## config.mk

```make
export PLATFORM = sky130hd
export DESIGN_NAME = trig_angle_finder
export DESIGN_NICKNAME = d
export VERILOG_FILES = /design/src/rtl/trig_pkg.sv /design/src/rtl/atan_rom.sv /design/src/rtl/trig_angle_finder.sv
export SDC_FILE = /design/constraint.sdc
export NUM_CORES = 1
export LEC_CHECK = 0
export CAP_MARGIN = 30
export CORE_UTILIZATION = 30
export CTS_CLUSTER_DIAMETER = 150
export DETAILED_ROUTE_END_ITERATION = 8
export PLACE_DENSITY = 0.44
export SYNTH_ARGS = -nofsm -noshare
export SYNTH_HDL_FRONTEND = slang
export SYNTH_SLANG_ARGS = --single-unit
```

## constraint.sdc

```tcl
create_clock -name clk -period 10.9 [get_ports clk]
set_clock_uncertainty 0.05 [all_clocks]
set_input_delay 2.725 -clock clk [delete_from_list [all_inputs] [get_ports clk]]
set_output_delay 2.725 -clock clk [all_outputs]
set_load 0.005 [all_outputs]
```

## src/rtl/trig_pkg.sv

```systemverilog
`default_nettype none
// ============================================================================
//  Module      : trig_pkg
//  Description : Shared definitions for the trig angle finder: controller
//                state encoding, turn-size derivation and the elaboration-time
//                arctangent constant generator used by CORDIC blocks.
//  Revision    : 1.0 - initial release
// ============================================================================
package trig_pkg;

    // Controller states of the iterative vectoring engine
    typedef enum logic [1:0] {
        IDLE   = 2'd0,
        ROTATE = 2'd1,
        FINISH = 2'd2
    } state_t;

    localparam real C_PI = 3.14159265358979323846;

    // Number of angle codes in one full turn
    function automatic int count_of(input int angle_width);
        return 1 << angle_width;
    endfunction

    // atan(2^-i) expressed in angle codes with GUARD extra fractional bits,
    // rounded to nearest (the real-to-integer cast rounds)
    function automatic longint atan_code(input int i, input int angle_width, input int guard);
        real r;
        r = $atan(2.0 ** real'(-i)) * real'(count_of(angle_width))
            * (2.0 ** real'(guard)) / (2.0 * C_PI);
        return longint'(r);
    endfunction

endpackage
`default_nettype wire

```

## src/rtl/atan_rom.sv

```systemverilog
`default_nettype none
// ============================================================================
//  Module      : atan_rom
//  Description : Combinational table of CORDIC micro-rotation angles in angle
//                codes with guard bits; indexed by the iteration number.
//  Revision    : 1.0 - initial release
// ============================================================================
module atan_rom
    import trig_pkg::*;
#(
    parameter int ANGLE_WIDTH = 10,
    parameter int GUARD       = 4,
    parameter int ITERATIONS  = ANGLE_WIDTH + 2,
    localparam int IW         = (ITERATIONS > 1) ? $clog2(ITERATIONS) : 1,
    localparam int ZW         = ANGLE_WIDTH + GUARD
) (
    input  logic [IW-1:0] i,
    output logic [ZW-1:0] atan_i
);

    logic [ZW-1:0] w_tab [ITERATIONS];

    for (genvar g = 0; g < ITERATIONS; g++) begin : g_tab
        assign w_tab[g] = ZW'(atan_code(g, ANGLE_WIDTH, GUARD));
    end

    // Select the entry for the current iteration; out-of-range indices give 0
    always_comb begin
        atan_i = '0;
        for (int k = 0; k < ITERATIONS; k++) begin
            if (i == IW'(k)) begin
                atan_i = w_tab[k];
            end
        end
    end

endmodule
`default_nettype wire

```

## src/rtl/trig_angle_finder.sv

```systemverilog
`default_nettype none
// ============================================================================
//  Module      : trig_angle_finder
//  Description : Converts a signed (sin, cos) pair into the trig-table angle
//                code that produces it, using an iterative vectoring CORDIC
//                (one micro-rotation per clock) behind start/ready/valid.
//  Revision    : 1.0 - initial release
// ============================================================================
module trig_angle_finder
    import trig_pkg::*;
#(
    parameter int VALUE_WIDTH = 32,
    parameter int ANGLE_WIDTH = 10,
    parameter int GUARD       = 4,
    parameter int ITERATIONS  = ANGLE_WIDTH + 2
) (
    input  logic                          clk,
    input  logic                          rst_n,
    input  logic                          start,
    input  logic signed [VALUE_WIDTH-1:0] sin_in,
    input  logic signed [VALUE_WIDTH-1:0] cos_in,
    output logic                          ready,
    output logic                          valid,
    output logic [ANGLE_WIDTH-1:0]        angle_out
);

    // Two extra bits absorb negation of the most-negative input and CORDIC gain
    localparam int XW = VALUE_WIDTH + 2;
    localparam int ZW = ANGLE_WIDTH + GUARD;
    localparam int IW = (ITERATIONS > 1) ? $clog2(ITERATIONS) : 1;

    // Half a turn in accumulator units, and half an output LSB for rounding
    localparam logic [ZW-1:0] C_Z_HALF  = {1'b1, {(ZW-1){1'b0}}};
    localparam logic [ZW-1:0] C_Z_ROUND = ZW'(2 ** (GUARD - 1));

    state_t                 state_q, state_d;
    logic signed [XW-1:0]   x_q, x_d, y_q, y_d;
    logic [ZW-1:0]          z_q, z_d;
    logic [IW-1:0]          i_q, i_d;
    logic                   zero_q, zero_d;
    logic [ANGLE_WIDTH-1:0] angle_q, angle_d;
    logic                   valid_q, valid_d;

    logic signed [XW-1:0]   w_sin_ext, w_cos_ext, w_x_sh, w_y_sh;
    logic [ZW-1:0]          w_atan;
    logic [ANGLE_WIDTH-1:0] w_angle_rnd;

    atan_rom #(
        .ANGLE_WIDTH (ANGLE_WIDTH),
        .GUARD       (GUARD),
        .ITERATIONS  (ITERATIONS)
    ) u_atan_rom (
        .i      (i_q),
        .atan_i (w_atan)
    );

    assign w_sin_ext   = {{2{sin_in[VALUE_WIDTH-1]}}, sin_in};
    assign w_cos_ext   = {{2{cos_in[VALUE_WIDTH-1]}}, cos_in};
    assign w_x_sh      = x_q >>> i_q;
    assign w_y_sh      = y_q >>> i_q;
    assign w_angle_rnd = ANGLE_WIDTH'((z_q + C_Z_ROUND) >> GUARD);

    assign ready     = (state_q == IDLE);
    assign valid     = valid_q;
    assign angle_out = angle_q;

    // Next-state, datapath and output decode for the vectoring controller
    always_comb begin
        state_d = state_q;
        x_d     = x_q;
        y_d     = y_q;
        z_d     = z_q;
        i_d     = i_q;
        zero_d  = zero_q;
        angle_d = angle_q;
        valid_d = 1'b0;
        case (state_q)
            IDLE: begin
                if (start) begin
                    // Fold the left half-plane onto the right so the CORDIC
                    // only has to cover +/-90 degrees
                    if (cos_in[VALUE_WIDTH-1]) begin
                        x_d = -w_cos_ext;
                        y_d = -w_sin_ext;
                        z_d = C_Z_HALF;
                    end else begin
                        x_d = w_cos_ext;
                        y_d = w_sin_ext;
                        z_d = '0;
                    end
                    // A zero vector has no direction; report angle 0 for it
                    // instead of the sum of all micro-rotation angles
                    zero_d  = (sin_in == '0) && (cos_in == '0);
                    i_d     = '0;
                    state_d = ROTATE;
                end
            end
            ROTATE: begin
                if (!y_q[XW-1]) begin
                    x_d = x_q + w_y_sh;
                    y_d = y_q - w_x_sh;
                    z_d = z_q + w_atan;
                end else begin
                    x_d = x_q - w_y_sh;
                    y_d = y_q + w_x_sh;
                    z_d = z_q - w_atan;
                end
                i_d = i_q + IW'(1);
                if (i_q == IW'(ITERATIONS - 1)) begin
                    state_d = FINISH;
                end
            end
            FINISH: begin
                angle_d = zero_q ? '0 : w_angle_rnd;
                valid_d = 1'b1;
                state_d = IDLE;
            end
            default: begin
                state_d = IDLE;
            end
        endcase
    end

    // State and datapath registers with synchronous active-low reset
    always_ff @(posedge clk) begin
        if (!rst_n) begin
            state_q <= IDLE;
            x_q     <= '0;
            y_q     <= '0;
            z_q     <= '0;
            i_q     <= '0;
            zero_q  <= 1'b0;
            angle_q <= '0;
            valid_q <= 1'b0;
        end else begin
            state_q <= state_d;
            x_q     <= x_d;
            y_q     <= y_d;
            z_q     <= z_d;
            i_q     <= i_d;
            zero_q  <= zero_d;
            angle_q <= angle_d;
            valid_q <= valid_d;
        end
    end

endmodule
`default_nettype wire

```

==> impl_metrics.env <==
export IMPL_cts_resized=0
export IMPL_yosysWarnings=0
export IMPL_tns_ps=0
export IMPL_die_h_um=224
export IMPL_start_util_pct=30.3
export IMPL_dp_cells=2564
export IMPL_min_period_over_period_pct=65.3
export IMPL_slowest_stage="buf_4"
export IMPL_path_cells="buf_4, mux4_2, nand2_1, nand2_1, o21ai_0, ha_1, and2_1, nand3_1, and4bb_2, and3_1, a31oi_1, xor2_1, ha_1, nand2_1, nor2_1, nand2_1, a2111oi_0, o32ai_1, o41ai_1, o41ai_1, xor2_1, a2111oi_0"
export IMPL_rr_worst_depth=22
export IMPL_antenna_found_initial=0
export IMPL_yosys_area_top_type_share_pct=13.5
export IMPL_reg2reg_setup_slack_ps=3780
export IMPL_hold_depth=2
export IMPL_worstPathRequired_ps=11140
export IMPL_num_vias=14600
export IMPL_grt_max_degree=82
export IMPL_leakagePower_uw=0.00619
export IMPL_instances_no_fill=2580
export IMPL_vias_per_cell=5.65
export IMPL_syn_area_mm2=0.0148
export IMPL_final_area_mm2=0.0163
export IMPL_drv_cap=0
export IMPL_drcViolationCount=0
export IMPL_hold_path_class="flip-flop to flip-flop"
export IMPL_cts_sinks=100
export IMPL_timing_hold_ws_ps=430
export IMPL_fp_dieArea_mm2=0.0503
export IMPL_cts_tree="yes"
export IMPL_fin_crit_ps=7120
export IMPL_fmax_ghz=0.140
export IMPL_synth_edf_count=0
export IMPL_nets=2070
export IMPL_place_congestion=0.891
export IMPL_grt_pass1_wl_um=80600
export IMPL_post_dp_hpwl_um=38900
export IMPL_worst_setup_path_start_kind="flip-flop"
export IMPL_holdCritStartpoint="z_q[2]"
export IMPL_fp_dieW_um=224
export IMPL_core_area_mm2=0.0488
export IMPL_place_area_mm2=0.0160
export IMPL_vdd_ir_drop_worst_v=0.000104
export IMPL_syn_area_per_cell_um2=7.70
export IMPL_drive_gt1_share_pct=8.72
export IMPL_root_buffer="clkbuf_16"
export IMPL_drt_pass1_iterations=5
export IMPL_ant_nets=0
export IMPL_p_per_area_mw_per_mm2=208
export IMPL_synth_area_leaders="dfxtp_1, mux4_2, ha_1"
export IMPL_cpPeakStageDelay_ps=760
export IMPL_ys_seq_elements=100
export IMPL_synthCells=1924
export IMPL_cts_path_max_buffers=2
export IMPL_min_to="z_q[2]"
export IMPL_fillers=5225
export IMPL_synth_ff_type="dfxtp_1"
export IMPL_drtIter0Drc=1123
export IMPL_report_final_slew_viol_count=0
export IMPL_r2r_end="y_q[31]"
export IMPL_path_class="flip-flop to flip-flop"
export IMPL_wl_per_cell_um=19.9
export IMPL_wl_um=51200
export IMPL_utilization_pct=33.5
export IMPL_crit_top_cell="nand2_1"
export IMPL_rsz0062_at_grt="false"
export IMPL_grt_pass1_vias=14000
export IMPL_outcome="finished clean"
export IMPL_slew_headroom_pct=32.2
export IMPL_setup_viol=0
export IMPL_path_max_fanout=53
export IMPL_core_rowCount=81
export IMPL_cp_arrival_ps=7360
export IMPL_ys_async_sr_fraction_pct=0
export IMPL_grt_overflow_total=0
export IMPL_grt_total_usage_pct=20.4
export IMPL_io_buffers=78
export IMPL_timing_rr_start="i_q[1]"
export IMPL_synth_nets=2083
export IMPL_ios=79
export IMPL_post_cts_setup_buffers=0
export IMPL_hold_viol_final=0
export IMPL_htreeDepth=3
export IMPL_numCtsBuffers=9
export IMPL_yosysSeqAreaShare_pct=13.5
export IMPL_tightest_slew_ps=1020
export IMPL_synthDistinctLibCells=87
export IMPL_ctsHoldBuffers=0
export IMPL_critical_path_endpoint_type="flip-flop"
export IMPL_syn_to_final_growth_pct=10.3
export IMPL_insertion_delay_ps=400
export IMPL_yosysTopAreaCell="dfxtp_1"
export IMPL_path_clk_slew_ps=80
export IMPL_antennaDiodeCount=0
==> cell families after synthesis <==
| family | count (synthesis) | share of synthesized area [%] |
|---|---|---|
| compound gates | 584 | 25.2 |
| xor+xnor | 199 | 11.8 |
| fa+ha+maj | 92 | 7.92 |
| buf+inv | 168 | 4.93 |
| flops | 100 | 13.5 |
| mux | 159 | 16.7 |
| simple gates | 622 | 20.0 |
==> area by class of cell <==
class,instances,area (µm²),area share (%)
clock inverters,7,86.3,0.528
repair buffers,97,913,5.59
clock buffers,9,225,1.38
inverters,47,176,1.08
flip-flops and latches,100,2020,12.3
well taps,664,831,5.08
multi-input cells,1656,12100,74.0
==> sequential cells by signal, indices dropped and copies added (netlist names) <==
| signal | cells |
|---|---|
| valid | 1 |
| angle_out | 10 |
| i_q | 4 |
| x_q | 34 |
| state_q | 2 |
| zero_q | 1 |
| y_q | 34 |
| z_q | 14 |
==> synth_stat cells, drive strengths merged, types with 20 or more instances <==
master	instances
a211oi	48
a21o	39
a21oi	185
a31oi	25
and3	23
buf	45
clkbuf	76
dfxtp	100
ha	89
inv	46
mux2	30
mux2i	63
mux4	66
nand2	191
nand3	57
nor2	178
nor3	40
o21a	20
o21ai	111
o31ai	22
xnor2	113
xor2	86
==> stage by stage <==
stage / setup WS (ps) / total power (µW)
after floorplan: 5050 / 2450
after global placement: 4100 / 3050
after detailed placement: 3880 / 3040
after CTS: 3820 / 3420
after global routing: 3350 / 3730
final: 3780 / 3400
==> critical path: cells and delay by family (launching register included) <==
| family | cells | cell delay, ps |
|---|---|---|
| AOI/OAI and AO/OA | 7 | 2390 |
| and+or+nand+nor | 9 | 1420 |
| buffers and inverters | 1 | 760 |
| DFF | 1 | 690 |
| adders and majority gates | 2 | 660 |
| muxes | 1 | 610 |
| xor gates and xnor gates | 2 | 360 |
==> cells in the final DEF (no fill, tap or decap), types with 11 or more instances in the layout <==
master,instances
buf_4,19
inv_1,43
a21o_1,39
and3_1,23
nand4_1,11
a31oi_1,25
xnor2_1,113
o211ai_1,15
nor2b_1,18
and2_1,11
a22oi_1,12
or3_1,15
xor2_1,86
nand2b_1,14
o31ai_1,22
nand2_1,190
mux4_2,64
nor3_1,38
o221ai_1,19
dfxtp_1,95
o21a_1,20
a21oi_1,185
o21ai_0,110
nand3_1,57
nor2_1,177
clkdlybuf4s50_1,76
mux2i_1,60
ha_1,89
o21bai_1,12
mux2_2,26
or4_1,11
a211oi_1,48
==> where the power goes <==
part | switching (µW) | leakage, µW | internal [µW]
Combinational | 1350 | 0.00521 | 1070
Clock | 191 | 0.000151 | 165
Sequential | 186 | 0.000827 | 436
Total | 1730 | 0.00619 | 1670
==> worst max path at each step <==
stage          cells after the start  slack (ps)   start       to
2_1_floorplan                     26        5050  i_q[3]  x_q[33]
3_3_place_gp                      22        4100  i_q[1]  y_q[31]
3_5_place_dp                      22        3880  i_q[1]  y_q[31]
4_1_cts                           22        3820  i_q[1]  y_q[31]
5_1_grt                           22        3350  i_q[1]  y_q[31]
6_report                          22        3780  i_q[1]  y_q[31]
==> metal layers <==
layer | up-vias | global-route usage (%) | wire [µm]
met2 | 370 | 35.8 | 25500
met1 | 7031 | 25.5 | 22000
li1 | 7119 | - | -
met4 | 0 | 5.62 | 1090
met5 | - | 0 | 0
met3 | 52 | 3.79 | 2590
Power figures use the tool's default switching activity.
